==> src/rtl/montacargas_shaft_emulator.sv <==
// Plant model of the three-floor lift shaft: integrates car position from the motor command and drives FC1..FC3.
// Optional spin-up delay on motion start is enabled with `define MONTACARGAS_EMU_INERTIA_EN.
module montacargas_shaft_emulator #(
  parameter int TICKS_PER_FLOOR = 300,
  parameter int STEP_DIV        = 13333,
  parameter int INIT_FLOOR      = 2,
  parameter int START_STEPS     = 30,
  parameter int POS_W           = 12
) (
  input  logic             clockBase_4MHz,
  input  logic             reset,
  input  logic [1:0]       driverMotor,
  output logic             FC1,
  output logic             FC2,
  output logic             FC3,
  output logic [POS_W-1:0] posicion,
  output logic             enMovimiento,
  output logic             fault
);

  localparam int POS_MAX_I = 2 * TICKS_PER_FLOOR;
  localparam logic [POS_W-1:0] POS_MAX    = POS_W'(POS_MAX_I);
  localparam logic [POS_W-1:0] POS_FLOOR2 = POS_W'(TICKS_PER_FLOOR);
  localparam logic [POS_W-1:0] POS_INIT   = POS_W'((INIT_FLOOR - 1) * TICKS_PER_FLOOR);
  localparam int PRE_W = (STEP_DIV > 1) ? $clog2(STEP_DIV) : 1;
  localparam logic [PRE_W-1:0] PRE_LAST = PRE_W'(STEP_DIV - 1);

  if (TICKS_PER_FLOOR < 2 || POS_MAX_I >= 2**POS_W || INIT_FLOOR < 1 || INIT_FLOOR > 3 ||
      STEP_DIV < 1 || START_STEPS < 0) begin : g_bad_param
    $error("montacargas_shaft_emulator: illegal parameter combination");
  end

  typedef enum logic [1:0] {ST_REPOSO, ST_SUBIENDO, ST_BAJANDO, ST_FAULT} state_t;

  state_t           state_q, state_d, cmd_state;
  logic [POS_W-1:0] pos_q, pos_d;
  logic [PRE_W-1:0] presc_q;
  logic             step_tick;
  logic             fc1_q, fc2_q, fc3_q, en_mov_q, fault_q;

`ifdef MONTACARGAS_EMU_INERTIA_EN
  localparam int SP_W = (START_STEPS > 0) ? $clog2(START_STEPS + 1) : 1;
  localparam logic [SP_W-1:0] SP_LOAD = SP_W'(START_STEPS);
  logic [SP_W-1:0] spin_q, spin_d;
`endif

  assign step_tick = (presc_q == PRE_LAST);

  always_comb begin
    cmd_state = ST_REPOSO;
    case (driverMotor)
      2'b01:   cmd_state = ST_SUBIENDO;
      2'b10:   cmd_state = ST_BAJANDO;
      2'b11:   cmd_state = ST_FAULT;
      default: cmd_state = ST_REPOSO;
    endcase
  end

  // A command change takes priority over a step landing in the same cycle.
  always_comb begin
    state_d = state_q;
    pos_d   = pos_q;
`ifdef MONTACARGAS_EMU_INERTIA_EN
    spin_d  = spin_q;
`endif
    if (state_q != ST_FAULT) begin
      if (cmd_state != state_q) begin
        state_d = cmd_state;
`ifdef MONTACARGAS_EMU_INERTIA_EN
        spin_d  = SP_LOAD;
`endif
      end else if (step_tick && state_q != ST_REPOSO) begin
`ifdef MONTACARGAS_EMU_INERTIA_EN
        if (spin_q != '0) begin
          spin_d = spin_q - SP_W'(1);
        end else
`endif
        begin
          if (state_q == ST_SUBIENDO) begin
            if (pos_q == POS_MAX) state_d = ST_FAULT;
            else                  pos_d   = pos_q + POS_W'(1);
          end else begin
            if (pos_q == '0) state_d = ST_FAULT;
            else             pos_d   = pos_q - POS_W'(1);
          end
        end
      end
    end
  end

  // Limit switches decode the current position register, so they trail it by one cycle.
  always_ff @(posedge clockBase_4MHz or negedge reset) begin
    if (!reset) begin
      state_q  <= ST_REPOSO;
      pos_q    <= POS_INIT;
      presc_q  <= '0;
      fc1_q    <= (POS_INIT == '0);
      fc2_q    <= (POS_INIT == POS_FLOOR2);
      fc3_q    <= (POS_INIT == POS_MAX);
      en_mov_q <= 1'b0;
      fault_q  <= 1'b0;
`ifdef MONTACARGAS_EMU_INERTIA_EN
      spin_q   <= '0;
`endif
    end else begin
      state_q  <= state_d;
      pos_q    <= pos_d;
      presc_q  <= step_tick ? '0 : presc_q + PRE_W'(1);
      fc1_q    <= (pos_q == '0);
      fc2_q    <= (pos_q == POS_FLOOR2);
      fc3_q    <= (pos_q == POS_MAX);
      en_mov_q <= (state_d == ST_SUBIENDO) || (state_d == ST_BAJANDO);
      fault_q  <= (state_d == ST_FAULT);
`ifdef MONTACARGAS_EMU_INERTIA_EN
      spin_q   <= spin_d;
`endif
    end
  end

  assign FC1          = fc1_q;
  assign FC2          = fc2_q;
  assign FC3          = fc3_q;
  assign posicion     = pos_q;
  assign enMovimiento = en_mov_q;
  assign fault        = fault_q;

endmodule
==> config.mk <==
export PLATFORM = sky130hd
export DESIGN_NAME = montacargas_shaft_emulator
export DESIGN_NICKNAME = d
export VERILOG_FILES = /design/src/rtl/montacargas_shaft_emulator.sv
export SDC_FILE = /design/constraint.sdc
export NUM_CORES = 1
export LEC_CHECK = 0
export ABC_AREA = 1
export CAP_MARGIN = 20
export CELL_PAD_IN_SITES_DETAIL_PLACEMENT = 2
export CELL_PAD_IN_SITES_GLOBAL_PLACEMENT = 2
export CORE_MARGIN = 3
export CORE_UTILIZATION = 33
export DETAILED_ROUTE_END_ITERATION = 16
export PLACE_DENSITY_LB_ADDON = 0.3
export SYNTH_ARGS = -nofsm -noshare
export SYNTH_HDL_FRONTEND = slang
export SYNTH_SLANG_ARGS = --single-unit
==> constraint.sdc <==
create_clock -name clockBase_4MHz -period 2.3 [get_ports clockBase_4MHz]
set_input_delay 0.46 -clock clockBase_4MHz [delete_from_list [all_inputs] [get_ports clockBase_4MHz]]
set_output_delay 0.46 -clock clockBase_4MHz [all_outputs]
set_load 0.03 [all_outputs]
After elaboration in Yosys (flattened, before gate mapping)
Cells that the tools add are included.
{"block": "totals", "register_bits": 33, "out_inout_bits": 17, "wordCells": 42}
{"block": "op_classes", "addsub": 3, "eq_ne": 14, "n_mux": 11, "bitwise": 1, "reduce_logical": 5}
{"op": "2-to-1 mux 12 bit", "n": 3}
{"op": "adder 14 x 1 -> 14 bit, second input constant", "n": 1}
{"op": "equality test 14 bit, second input constant", "n": 1}
{"op": "2-to-1 mux 14 bit", "n": 1}
{"op": "adder 12 x 1 -> 12 bit, second input constant", "n": 1}
{"op": "equality test 12 x 10 -> 1 bit, second input constant", "n": 1}
{"op": "equality test 12 x 9 -> 1 bit, second input constant", "n": 1}
{"op": "zero test 12 bit", "n": 1}
{"op": "2-to-1 mux 2 bit", "n": 6}
{"op": "subtractor 12 x 1 -> 12 bit, second input constant", "n": 1}
{"op": "equality test 2 bit, second input constant", "n": 4}
{"op": "equality test 2 x 1 -> 1 bit, second input constant", "n": 3}
{"op": "!= test 2 bit, second input constant", "n": 3}
{"op": "case mux 2 bit (3 select lines)", "n": 1}
{"op": "AND reduction 5 bit", "n": 1}
{"op": "!= test 2 bit", "n": 1}
{"op": "nonzero test 2 bit", "n": 1}
{"op": "logical AND 1 bit", "n": 1}
{"op": "logical OR 1 bit", "n": 1}
{"op": "NOT 1 bit", "n": 1}

Depth between registers and ports, before layout
Gate-level depths: netlist of run 1.
{"block": "logic_depth", "word_depth": 8, "depth_mapped": 13}

Worst setup path before layout of run 1
OpenSTA, ideal clock, no wires.
{"block": "synth_path", "kind": "register to register", "start": "register state_q[1]", "end": "register pos_q[6] (netlist: posicion[6])", "setup_time_ps": 118, "arrival_time_ps": 1651, "slack_ps": 531, "stages_incl_launch_ff": 11, "path_buffers": 0, "synth_period_minus_slack_ps": 1769, "path_cell_list": "dfrtp_1 -> inv_1 -> nand2_2 -> fa_1 -> nand3_1 -> nand3_1 -> nand2_1 -> nand2_1 -> xor2_1 -> nand3_1 -> nand2_1"}
{"block": "synth_between", "elab_chain_cells": 3, "word_cells_on_any_way": 10}
{"item": "start: declaration", "line_no": "35", "text": "state_t state_q, state_d, cmd_state;"}
{"item": "start signal: assignment", "line_no": "106", "text": "state_q <= state_d;"}
{"item": "equality test 2 x 1 -> 1 bit (tied with other cells)", "line_no": "79", "text": "if (state_q == ST_SUBIENDO) begin"}
{"item": "!= test 2 bit (no line) (tied with other cells)"}
{"item": "AND reduction 5 bit (no line)"}
{"item": "end signal: assignment", "line_no": "107", "text": "pos_q <= pos_d;"}
{"item": "end: declaration", "line_no": "36", "text": "logic [POS_W-1:0] pos_q, pos_d;"}
Several ways; a longest one is shown, not always the timed one.
A chain may end at the register's enable or synchronous reset.

Final worst setup path of run 1
Same ends and word-level chain as after synthesis.

==> results of run 1 <==
## routing by layer
metal | track usage | routed length, µm | part of all wire | vias up
met5 | 0 | 0 | 0 | -
met4 | 0.05402 | 90 | 0.012 | 0
met3 | 0.03083 | 149 | 0.020 | 8
met2 | 0.3156 | 3492 | 0.47 | 25
met1 | 0.2717 | 3694 | 0.50 | 1090
li1 | - | - | - | 1092
## worst max-delay path: cells and delay by family, from the launching register on
family / cells / cell delay, ns
xor+xnor: 1 / 0.26
flops: 1 / 0.46
fa+ha+maj: 1 / 0.46
buf+inv: 1 / 0.14
simple gates: 7 / 0.75
## report_power, final
group | internal [mW] | switching (mW) | total [mW]
sequential | 0.589 | 0.00866 | 0.598
combinational | 0.0826 | 0.158 | 0.240
clock | 0.354 | 0.233 | 0.587
total | 1.03 | 0.400 | 1.43
## registers in the layout, summed over array words and instances (netlist names)
signal,count
FC2,1
enMovimiento,1
state_q,2
FC1,1
presc_q,14
posicion,12
FC3,1
fault,1
## synthesized netlist by cell type
| cell | number | share of area |
|---|---|---|
| nand3b_1 | 1 | 0.0032 |
| o31ai_1 | 1 | 0.0032 |
| a21oi_1 | 7 | 0.015 |
| dfrtp_1 | 28 | 0.29 |
| o21ai_0 | 5 | 0.011 |
| nand4_1 | 9 | 0.024 |
| inv_1 | 52 | 0.082 |
| fa_1 | 1 | 0.0084 |
| o21ai_2 | 2 | 0.0074 |
| nand2_1 | 92 | 0.15 |
| nand3b_4 | 1 | 0.0084 |
| nor4_1 | 4 | 0.011 |
| nor2_1 | 41 | 0.065 |
| nand2b_4 | 1 | 0.0058 |
| nand3_1 | 24 | 0.051 |
| nand2_2 | 1 | 0.0026 |
| buf_6 | 2 | 0.0095 |
| nand3_2 | 3 | 0.013 |
| a21o_1 | 2 | 0.0063 |
| o21bai_1 | 2 | 0.0063 |
| nor2_4 | 4 | 0.019 |
| nor3_1 | 7 | 0.015 |
| nor3b_1 | 2 | 0.0063 |
| dfstp_2 | 5 | 0.055 |
| nor2_2 | 2 | 0.0053 |
| xnor2_1 | 8 | 0.029 |
| inv_2 | 1 | 0.0016 |
| ha_1 | 13 | 0.068 |
| xor2_1 | 8 | 0.029 |
## worst max-delay path by stage
stage | endpoint | slack, ns
5_1_grt | posicion[6]$_DFFE_PN0P_ | 0.02
3_5_place_dp | posicion[6]$_DFFE_PN0P_ | 0.15
3_3_place_gp | posicion[4]$_DFFE_PN0P_ | 0.22
4_1_cts | posicion[9]$_DFFE_PN0P_ | 0.13
2_1_floorplan | posicion[6]$_DFFE_PN0P_ | 0.53
6_report | posicion[6]$_DFFE_PN0P_ | 0.19
## cell type report
class                   count  area [µm²]
multi-input cells         241        1329
clock buffers               7       86.33
clock inverters             1       30.03
well taps                  96       120.1
repair buffers             21       207.7
fillers                   866        4103
flip-flops and latches     33       832.0
inverters                  53       198.9
## stage by stage
step	power (mW)	hold WS, ns	setup WS, ns	cells
6_report	1.425	0.4871	0.1874	452
5_1_grt	1.504	0.5305	0.01581	452
4_1_cts	1.442	0.4920	0.1275	452
3_5_place_dp	0.8504	0.4819	0.1491	444
3_3_place_gp	0.8390	0.4818	0.2187	444
2_1_floorplan	0.7651	0.1644	0.5307	329
## logic make-up (layout without fill, tap and decap cells)
| logic type | count (synthesis) | in the layout |
|---|---|---|
| simple gates | 192 | 192 |
| compound gates | 19 | 19 |
| xor+xnor | 16 | 16 |
| buf+inv | 55 | 82 |
| flops | 33 | 33 |
| fa+ha+maj | 14 | 14 |
## cell usage in the layout (no fill, tap or decap), types with 2 or more instances in the layout
master / n
nand2_1: 92
inv_1: 52
nor2_1: 41
dfrtp_1: 28
nand3_1: 24
clkdlybuf4s50_1: 20
ha_1: 13
nand4_1: 9
xnor2_1: 8
xor2_1: 8
nor3_1: 7
a21oi_1: 7
clkbuf_8: 6
dfstp_2: 5
o21ai_0: 5
nor2_4: 4
nor4_1: 4
nand3_2: 3
nor2_2: 2
o21bai_1: 2
nor3b_1: 2
a21o_1: 2
o21ai_2: 2
==> results.md, run 1 <==
* Vias in the first global route at 2469
* Cell chain of the critical path: inv_1, nand2_4, fa_1, nand3_1, nand3_1, nand2_1, nand2_1, xor2_1, nand3_1, nand2_1
* Clock tree buffer depth at 2
* Total track usage at 0.1958
* Minimum clock period at 2.113 ns
* Worst Hold Class: reg2reg
* Row count at 30
* Hold Crit Start: presc_q[0]$_DFF_PN0_
* Final Core Density at 0.4060
* Hold EP: presc_q[0]$_DFF_PN0_
* Post-Synth Simple-Gate Area at 0.3726
* Drt wl/cell at 16.43 µm
* Status: completed
* Core area at 0.006907 mm²
* Layout cell share with drive strength beyond 1 at 0.07865
* Drt drc at 0
* YS warnings at 0
* Worst VDD drop at 0.0001682 V
* First-pass iteration count of the detailed router at 4
* Crit path launch: state_q[1]$_DFF_PN0_
* Synth cell types at 29
* Post-synthesis instance total at 329
* Flops & latches, synth at 33
* Vias at 2215
* CTS Buf Count at 5
* Layout area overhead at 17.95%
* WP data arrival at 2.35 ns
* CP endpoint kind: register
* Max Transition Viols Final at 0
* Post-Syn Area at 0.002377 mm²
* # diodes at 0
* Post-route cell area at 0.002804 mm²
* Crit-path slowest cell: dfrtp_1
* Placed Area at 0.002683 mm²
* Syn avg cell area at 7.226 µm²
* Final setup TNS at 0 ns
* Final setup viols at 0
* Starting Density at 0.3442
* Sequential share of the synthesized area at 0.3500
* # nets final at 373
* Final period utilization at 0.9185
* Die area at 0.008258 mm²
* CTS tree: done
* Hold_buf cts at 0
* Worst reg2reg path endpoint: posicion[6]$_DFFE_PN0P_
* Post-cts sizing count at 0
* Rel. slew slack at 0.6946
* First-pass GRT wire length at 12.83 mm
* Maximum number of pins on one net before global-route repair at 34
* Compound-Gate Fraction of Synth Area at 0.04842
* Worst-Margin Slew at 0.4581 ns
* GP Congestion at 0.7999
* Critical Path Fanout Max at 13
* Xor and xnor area share after synthesis at 0.05895
* Adder-cell share of the synthesized area at 0.07684
* Half-perimeter wire length after placement at 5.811 mm
* Port-buffer cells at 20
* Reg2reg start: state_q[1]$_DFF_PN0_
* Fmax at 473.3 MHz
* CP required at 2.54 ns
* Worst-Skew Late Latency at 0.29 ns
* IO Count at 21
* Clock Skew at 0.008140 ns
* Initial antenna violation count at 0
* Max capacitance violation total at 0
* Crit-path max cell delay at 0.46 ns
* RSZ-0062 raised after global routing: no
* Reg2reg setup slack at 0.19 ns
* Largest family of logic cells by synthesized area: simple AND/OR/NAND/NOR gates
* Pleak at 1.424 nW
* Post-Route WL at 7.427 mm
* Hold Fails Final Rpt at 0
* Antenna Violating Nets Remaining at 0
* Grt ovf at 0
* CTS clock-pin slew for the worst setup and hold paths at 0.07 ns
* Chip Width at 90.88 µm
* Depth of the worst hold-timing path at 1
* R2R depth at 10
* Syn Nets at 347
* Starting DRT DRC Count at 88
* H-tree depth at 2
* DIE HEIGHT at 90.88 µm
* Root Buffer Master: clkbuf_8
* Post-synthesis mux area share at 0
* Crit Path Class: reg2reg
* # clock sinks at 33
* Drt via density at 4.900
* CP startpoint kind: register
* Post-CTS Setup Bufs at 0
* PwrDens at 508.3 mW/mm²
Note: power is estimated with default switching activity, not from simulation.
==> run 2, diff against run 1 <==
--- a/config.mk
+++ b/config.mk
@@ -10,8 +10,10 @@
 export CELL_PAD_IN_SITES_DETAIL_PLACEMENT = 2
 export CELL_PAD_IN_SITES_GLOBAL_PLACEMENT = 2
 export CORE_MARGIN = 3
-export CORE_UTILIZATION = 33
+export CORE_UTILIZATION = 36
+export CTS_CLUSTER_SIZE = 24
 export DETAILED_ROUTE_END_ITERATION = 16
+export DONT_BUFFER_PORTS = 1
 export PLACE_DENSITY_LB_ADDON = 0.3
 export SYNTH_ARGS = -nofsm -noshare
 export SYNTH_HDL_FRONTEND = slang
==> results.md, run 2 (same netlist as run 1, synthesis figures left out) <==
* Status: completed
* Worst reg2reg path endpoint: posicion[7]$_DFFE_PN0P_
* Pleak at 1.380 nW (-3.1%)
* Core area at 0.006166 mm² (-11%)
* CP startpoint kind: register
* Drt via density at 5.305 (+8.3%)
* Max Transition Viols Final at 0 (unchanged)
* CTS clock-pin slew for the worst setup and hold paths at 0.07 ns (about the same)
* Critical Path Most Common Cell: nand2_1
* Post-CTS Setup Bufs at 0 (unchanged)
* First-pass iteration count of the detailed router at 4 (unchanged)
* Clock Skew at 0.01393 ns (+0.005790 ns)
* Cell family with most CP delay: simple AND/OR/NAND/NOR gates
* Max reg flops at 14 (unchanged)
* Starting Density at 0.3856 (+0.04135)
* Crit path buffers/inverters at 1 (unchanged)
* Final setup TNS at 0 ns (unchanged)
* Vias at 2207 (-0.36%)
* Row count at 28 (-6.7%)
* Hold Crit Start: driverMotor[1]
* Minimum clock period at 2.194 ns (+0.08131 ns)
* CP required at 2.53 ns (about the same)
* R2R depth at 9 (-1)
* Filler cells at 748 (-14%)
* Drt drc at 0 (unchanged)
* Drt wl/cell at 17.93 µm (+9.1%)
* Most frequent cells in the layout: 92 x nand2_1, 52 x inv_1, 41 x nor2_1
* Depth of the worst hold-timing path at 2 (+1)
* Worst-Skew Late Latency at 0.30 ns (about the same)
* Initial antenna violation count at 0 (unchanged)
* CTS tree: done
* Most common cell after layout, fill and taps aside: nand2_1
* IO Count at 21 (unchanged)
* Chip Width at 87.26 µm (-4.0%)
* Root Buffer Master: clkbuf_8
* First-pass GRT wire length at 12.52 mm (-2.5%)
* Die area at 0.007614 mm² (-7.8%)
* Worst-Margin Slew at 0.5115 ns (+0.05346 ns)
* Grt ovf at 0 (unchanged)
* Cell chain of the critical path: inv_1, nand2_2, ha_1, a21oi_1, nand2_1, a21oi_1, xnor2_1, nand2_1, nand2_1
* PnR worst setup slack at 0.1060 ns (-0.08131 ns)
* Final period utilization at 0.9539 (+0.03535)
* Critical Path Fanout Max at 13 (unchanged)
* WP data arrival at 2.43 ns (+0.08 ns)
* # clock sinks at 33 (unchanged)
* GP Congestion at 0.7979 (-0.25%)
* Max capacitance violation total at 0 (unchanged)
* Top reg by flops: presc_q
* Starting DRT DRC Count at 166 (+89%)
* H-tree depth at 2 (unchanged)
* DIE HEIGHT at 87.26 µm (-4.0%)
* Final setup viols at 0 (unchanged)
* Port-buffer cells at 0 (-100%)
* Hold Fails Final Rpt at 0 (unchanged)
* Rel. slew slack at 0.6590 (-0.03564)
* Pre-CTS WS at 0.09735 ns (-0.05170 ns)
* Fmax at 455.8 MHz (-3.7%)
* Multi-input logic area at 0.001344 mm² (+1.1%)
* Total track usage at 0.2121 (+0.01625)
* Crit Path Class: reg2reg
* Antenna Violating Nets Remaining at 0 (unchanged)
* CP endpoint kind: register
* Post-Route WL at 7.459 mm (+0.43%)
* WHS at 0.2938 ns (-0.1933 ns)
* Reg2reg start: state_q[1]$_DFF_PN0_
* PwrDens at 541.3 mW/mm² (+6.5%)
* # nets final at 358 (-4.0%)
* Crit-path max cell delay at 0.45 ns (about the same)
* Maximum number of pins on one net before global-route repair at 30 (-12%)
* Reg area at 832.0 µm² (unchanged)
* Worst Hold Class: in2reg
* Hold EP: state_q[1]$_DFF_PN0_
* Worst VDD drop at 0.0002798 V (+66%)
* CTS Buf Count at 5 (unchanged)
* Layout cell share with drive strength beyond 1 at 0.09971 (+0.02106)
* Vias in the first global route at 2437 (-1.3%)
* Crit-path slowest cell: dfrtp_1
* RSZ-0062 raised after global routing: yes
* Clock tree buffer depth at 2 (unchanged)
* Half-perimeter wire length after placement at 5.613 mm (-3.4%)
* # diodes at 0 (unchanged)
* Reg2reg setup slack at 0.11 ns (-0.08 ns)
* Layout area overhead at 11.26%
run 2: area by class of cell:
type / instances / area share
timing repair buffer: 6 / 0.02271
tap: 75 / 0.03548
clock buffer: 7 / 0.03264
sequential: 33 / 0.3146
multi-input combinational: 241 / 0.5080
clock inverter: 1 / 0.01135
inverter: 53 / 0.07521
run 2: per-layer routing:
layer | track usage | vias to the layer above | share of wire
li1 | - | 1058 | -
met1 | 0.2977 | 1105 | 0.48
met2 | 0.3466 | 38 | 0.48
met3 | 0.02554 | 6 | 0.030
met4 | 0.05021 | 0 | 0.010
met5 | 0 | - | 0
run 2: worst max-delay path by stage:
stage,from,endpoint,slack (ns),depth (start not counted)
final,state_q[1]$_DFF_PN0_,posicion[7]$_DFFE_PN0P_,0.11,9
after global routing,state_q[1]$_DFF_PN0_,posicion[6]$_DFFE_PN0P_,-0.09,10
after CTS,state_q[1]$_DFF_PN0_,posicion[6]$_DFFE_PN0P_,0.07,10
after detailed placement,state_q[1]$_DFF_PN0_,posicion[6]$_DFFE_PN0P_,0.1,10
after global placement,state_q[1]$_DFF_PN0_,posicion[6]$_DFFE_PN0P_,0.17,10
after floorplan,state_q[1]$_DFF_PN0_,posicion[6]$_DFFE_PN0P_,0.53,10
run 2: timing repair:
| item | in CTS | in global routing |
|---|---|---|
| hold endpoints to repair | 29 | 0 |
| hold buffers | 2 | 0 |
| gates resized for setup | 0 | 2 |
| endpoints found under the setup margin | 0 | 3 |
run 2: per-stage QoR:
stage	power [mW]	util	area [µm²]	cells
global placement	0.8060	0.4020	2479	406
global route	1.492	0.4290	2645	416
floorplan	0.7651	-	2377	329
detailed placement	0.8175	0.4020	2479	406
finish	1.432	0.4290	2645	416
CTS	1.436	0.4257	2625	416
run 2: power by group:
part / leakage (nW) / internal [mW] / total (mW) / switching [mW]
Sequential: 0.410 / 0.589 / 0.609 / 0.0199
Combinational: 0.911 / 0.0739 / 0.225 / 0.151
Clock: 0.0585 / 0.354 / 0.598 / 0.245
==> run 3, diff against run 2 <==
--- a/config.mk
+++ b/config.mk
@@ -15,6 +15,7 @@
 export DETAILED_ROUTE_END_ITERATION = 16
 export DONT_BUFFER_PORTS = 1
 export PLACE_DENSITY_LB_ADDON = 0.3
+export SETUP_SLACK_MARGIN = 0.5
 export SYNTH_ARGS = -nofsm -noshare
 export SYNTH_HDL_FRONTEND = slang
 export SYNTH_SLANG_ARGS = --single-unit
==> results.md, run 3 (same netlist as run 1, synthesis figures left out) <==
* # diodes at 0 (unchanged)
* H-tree depth at 2 (unchanged)
* NetSw at 0.5249 mW (+26%)
* Crit-path slowest cell: dfrtp_1
* Die area at 0.007614 mm² (unchanged)
* Rel. slew slack at 0.6975 (+0.03851)
* Max capacitance violation total at 0 (unchanged)
* Net Sw Frac at 0.3234 (+0.03342)
* PnR worst setup slack at 0.2712 ns (+0.1652 ns)
* CP required at 2.52 ns (about the same)
* Core area at 0.006166 mm² (unchanged)
* Worst-Skew Late Latency at 0.29 ns (about the same)
* Drt via density at 5.624 (+6.0%)
* # nets final at 373 (+4.2%)
* R2R depth at 11 (+2)
* Port-buffer cells at 0 (unchanged)
* Reg2reg setup slack at 0.27 ns (+0.17 ns)
* First-pass GRT wire length at 15.42 mm (+23%)
* Minimum clock period at 2.029 ns (-0.1652 ns)
* Crit-path max cell delay at 0.40 ns (-0.05 ns)
* Row count at 28 (unchanged)
* # clock sinks at 33 (unchanged)
* Vias in the first global route at 2694 (+11%)
* Cell chain of the critical path: inv_2, nand2_8, buf_4, ha_4, a21oi_4, nand2_4, buf_4, xnor2_2, nand2_1, nand2_1, inv_1
* Int Power at 1.098 mW (+8.0%)
* Worst reg2reg path endpoint: posicion[3]$_DFFE_PN1P_
* Worst Hold Class: in2reg
* Status: completed
* Worst VDD drop at 0.0002758 V (-1.4%)
* Vias at 2424 (+9.8%)
* Antenna Violating Nets Remaining at 0 (unchanged)
* Top reg by flops: presc_q
* Final Core Density at 0.5254 (+0.09639)
* Critical Path Fanout Max at 7 (-6)
* Hold Fails Final Rpt at 0 (unchanged)
* Drt wl/cell at 25.92 µm (+45%)
* Hold EP: state_q[0]$_DFF_PN0_
* CP startpoint kind: register
* Fmax at 492.9 MHz (+8.1%)
* Crit Path Class: reg2reg
* Filler cells at 659 (-12%)
* Maximum number of pins on one net before global-route repair at 30 (unchanged)
* Sequential share of power at 0.375 (-0.050)
* Layout area overhead at 36.26%
* GP Congestion at 0.7979 (unchanged)
* Starting Density at 0.3856 (unchanged)
* Post-Route WL at 11.17 mm (+50%)
* Final period utilization at 0.8821 (-0.07182)
* Most common cell after layout, fill and taps aside: nand2_1
* Most frequent cells in the layout: 67 x nand2_1, 48 x inv_1, 29 x nor2_1
* DIE HEIGHT at 87.26 µm (unchanged)
* Drt drc at 0 (unchanged)
* CTS Buf Count at 5 (unchanged)
* Total track usage at 0.2727 (+0.06062)
* Final setup viols at 0 (unchanged)
* CTS tree: done
* RSZ-0062 raised after global routing: yes
* PwrDens at 501.1 mW/mm² (-7.4%)
* Final setup TNS at 0 ns (unchanged)
* Grt ovf at 0 (unchanged)
* Total power at 1.623 mW (+13%)
* Max Transition Viols Final at 0 (unchanged)
* Clock power share at 0.370 (-0.048)
* CP endpoint kind: register
* Chip Width at 87.26 µm (unchanged)
* Depth of the worst hold-timing path at 2 (unchanged)
* Layout cell share with drive strength beyond 1 at 0.3483 (+0.2486)
* CTS clock-pin slew for the worst setup and hold paths at 0.08 ns (about the same)
* WP data arrival at 2.25 ns (-0.18 ns)
* Pleak at 1.553 nW (+13%)
* Comb pwr share at 0.255 (+0.098)
* Initial antenna violation count at 0 (unchanged)
* Max reg flops at 14 (unchanged)
* Pre-CTS WS at 0.09735 ns (unchanged)
* First-pass iteration count of the detailed router at 4 (unchanged)
* IO Count at 21 (unchanged)
* Reg2reg start: state_q[1]$_DFF_PN0_
* Root Buffer Master: clkbuf_8
* Half-perimeter wire length after placement at 5.613 mm (unchanged)
* Hold Crit Start: driverMotor[0]
* Clock Skew at 0.004337 ns (-0.009593 ns)
* Worst-Margin Slew at 0.4496 ns (-0.06191 ns)
* Clock tree buffer depth at 2 (unchanged)
* Starting DRT DRC Count at 164 (-1.2%)
-- run 3: stage by stage --
stage | hold slack [ns] | instance area [µm²] | cells
6_report | 0.3070 | 3239 | 431
5_1_grt | 0.3121 | 3239 | 431
4_1_cts | 0.2943 | 2987 | 426
3_5_place_dp | 0.1652 | 2479 | 406
3_3_place_gp | 0.1654 | 2479 | 406
2_1_floorplan | 0.1644 | 2377 | 329
-- run 3: area by class of cell --
class,instances,area (µm²),share of cell area
Clock inverter,1,30.03,0.009270
Timing Repair Buffer,21,187.7,0.05794
Clock buffer,7,86.33,0.02665
Multi-Input combinational cell,241,1789,0.5523
Sequential cell,33,850.8,0.2626
Inverter,53,201.4,0.06219
Tap cell,75,93.84,0.02897
-- run 3: what timing repair did --
action / 4_1_cts / 5_1_grt
hold buffers: 3 / 0
endpoints found under the setup margin: 14 / 14
endpoints found under the hold margin: 29 / 0
pin swaps: 14 / 24
gates resized for setup: 61 / 52
cloned: 0 / 0
setup buffers: 9 / 5
-- run 3: worst max path at each step --
stage,slack [ns],startpoint,to
final,0.27,state_q[1]$_DFF_PN0_,posicion[3]$_DFFE_PN1P_
after global routing,0.19,state_q[1]$_DFF_PN0_,posicion[11]$_DFFE_PN0P_
after CTS,0.45,state_q[1]$_DFF_PN0_,posicion[6]$_DFFE_PN0P_
after detailed placement,0.1,state_q[1]$_DFF_PN0_,posicion[6]$_DFFE_PN0P_
after global placement,0.17,state_q[1]$_DFF_PN0_,posicion[6]$_DFFE_PN0P_
after floorplan,0.53,state_q[1]$_DFF_PN0_,posicion[6]$_DFFE_PN0P_
-- run 3: layer usage --
layer / GRT usage / part of all wire / up-vias
li1: - / - / 1086
met1: 0.3384 / 0.41 / 1243
met2: 0.4842 / 0.51 / 71
met3: 0.03311 / 0.042 / 24
met4: 0.09205 / 0.040 / 0
met5: 0 / 0 / -
-- run 3: worst max-delay path: cells and delay by family (launching register included) --
| family | cells | cell delay [ns] |
|---|---|---|
| buf+inv | 4 | 0.53 |
| xor+xnor | 1 | 0.18 |
| compound gates | 1 | 0.15 |
| fa+ha+maj | 1 | 0.27 |
| simple gates | 4 | 0.42 |
| flops | 1 | 0.40 |
-- run 3: power by group through the flow --
| stage | clock (mW) | sequential [mW] | combinational (mW) |
|---|---|---|---|
| final | 0.601 | 0.609 | 0.413 |
| after floorplan | 0 | 0.618 | 0.147 |
| after global placement | 0 | 0.619 | 0.187 |
| after detailed placement | 0 | 0.620 | 0.197 |
| after CTS | 0.607 | 0.609 | 0.305 |
| after global routing | 0.626 | 0.610 | 0.437 |
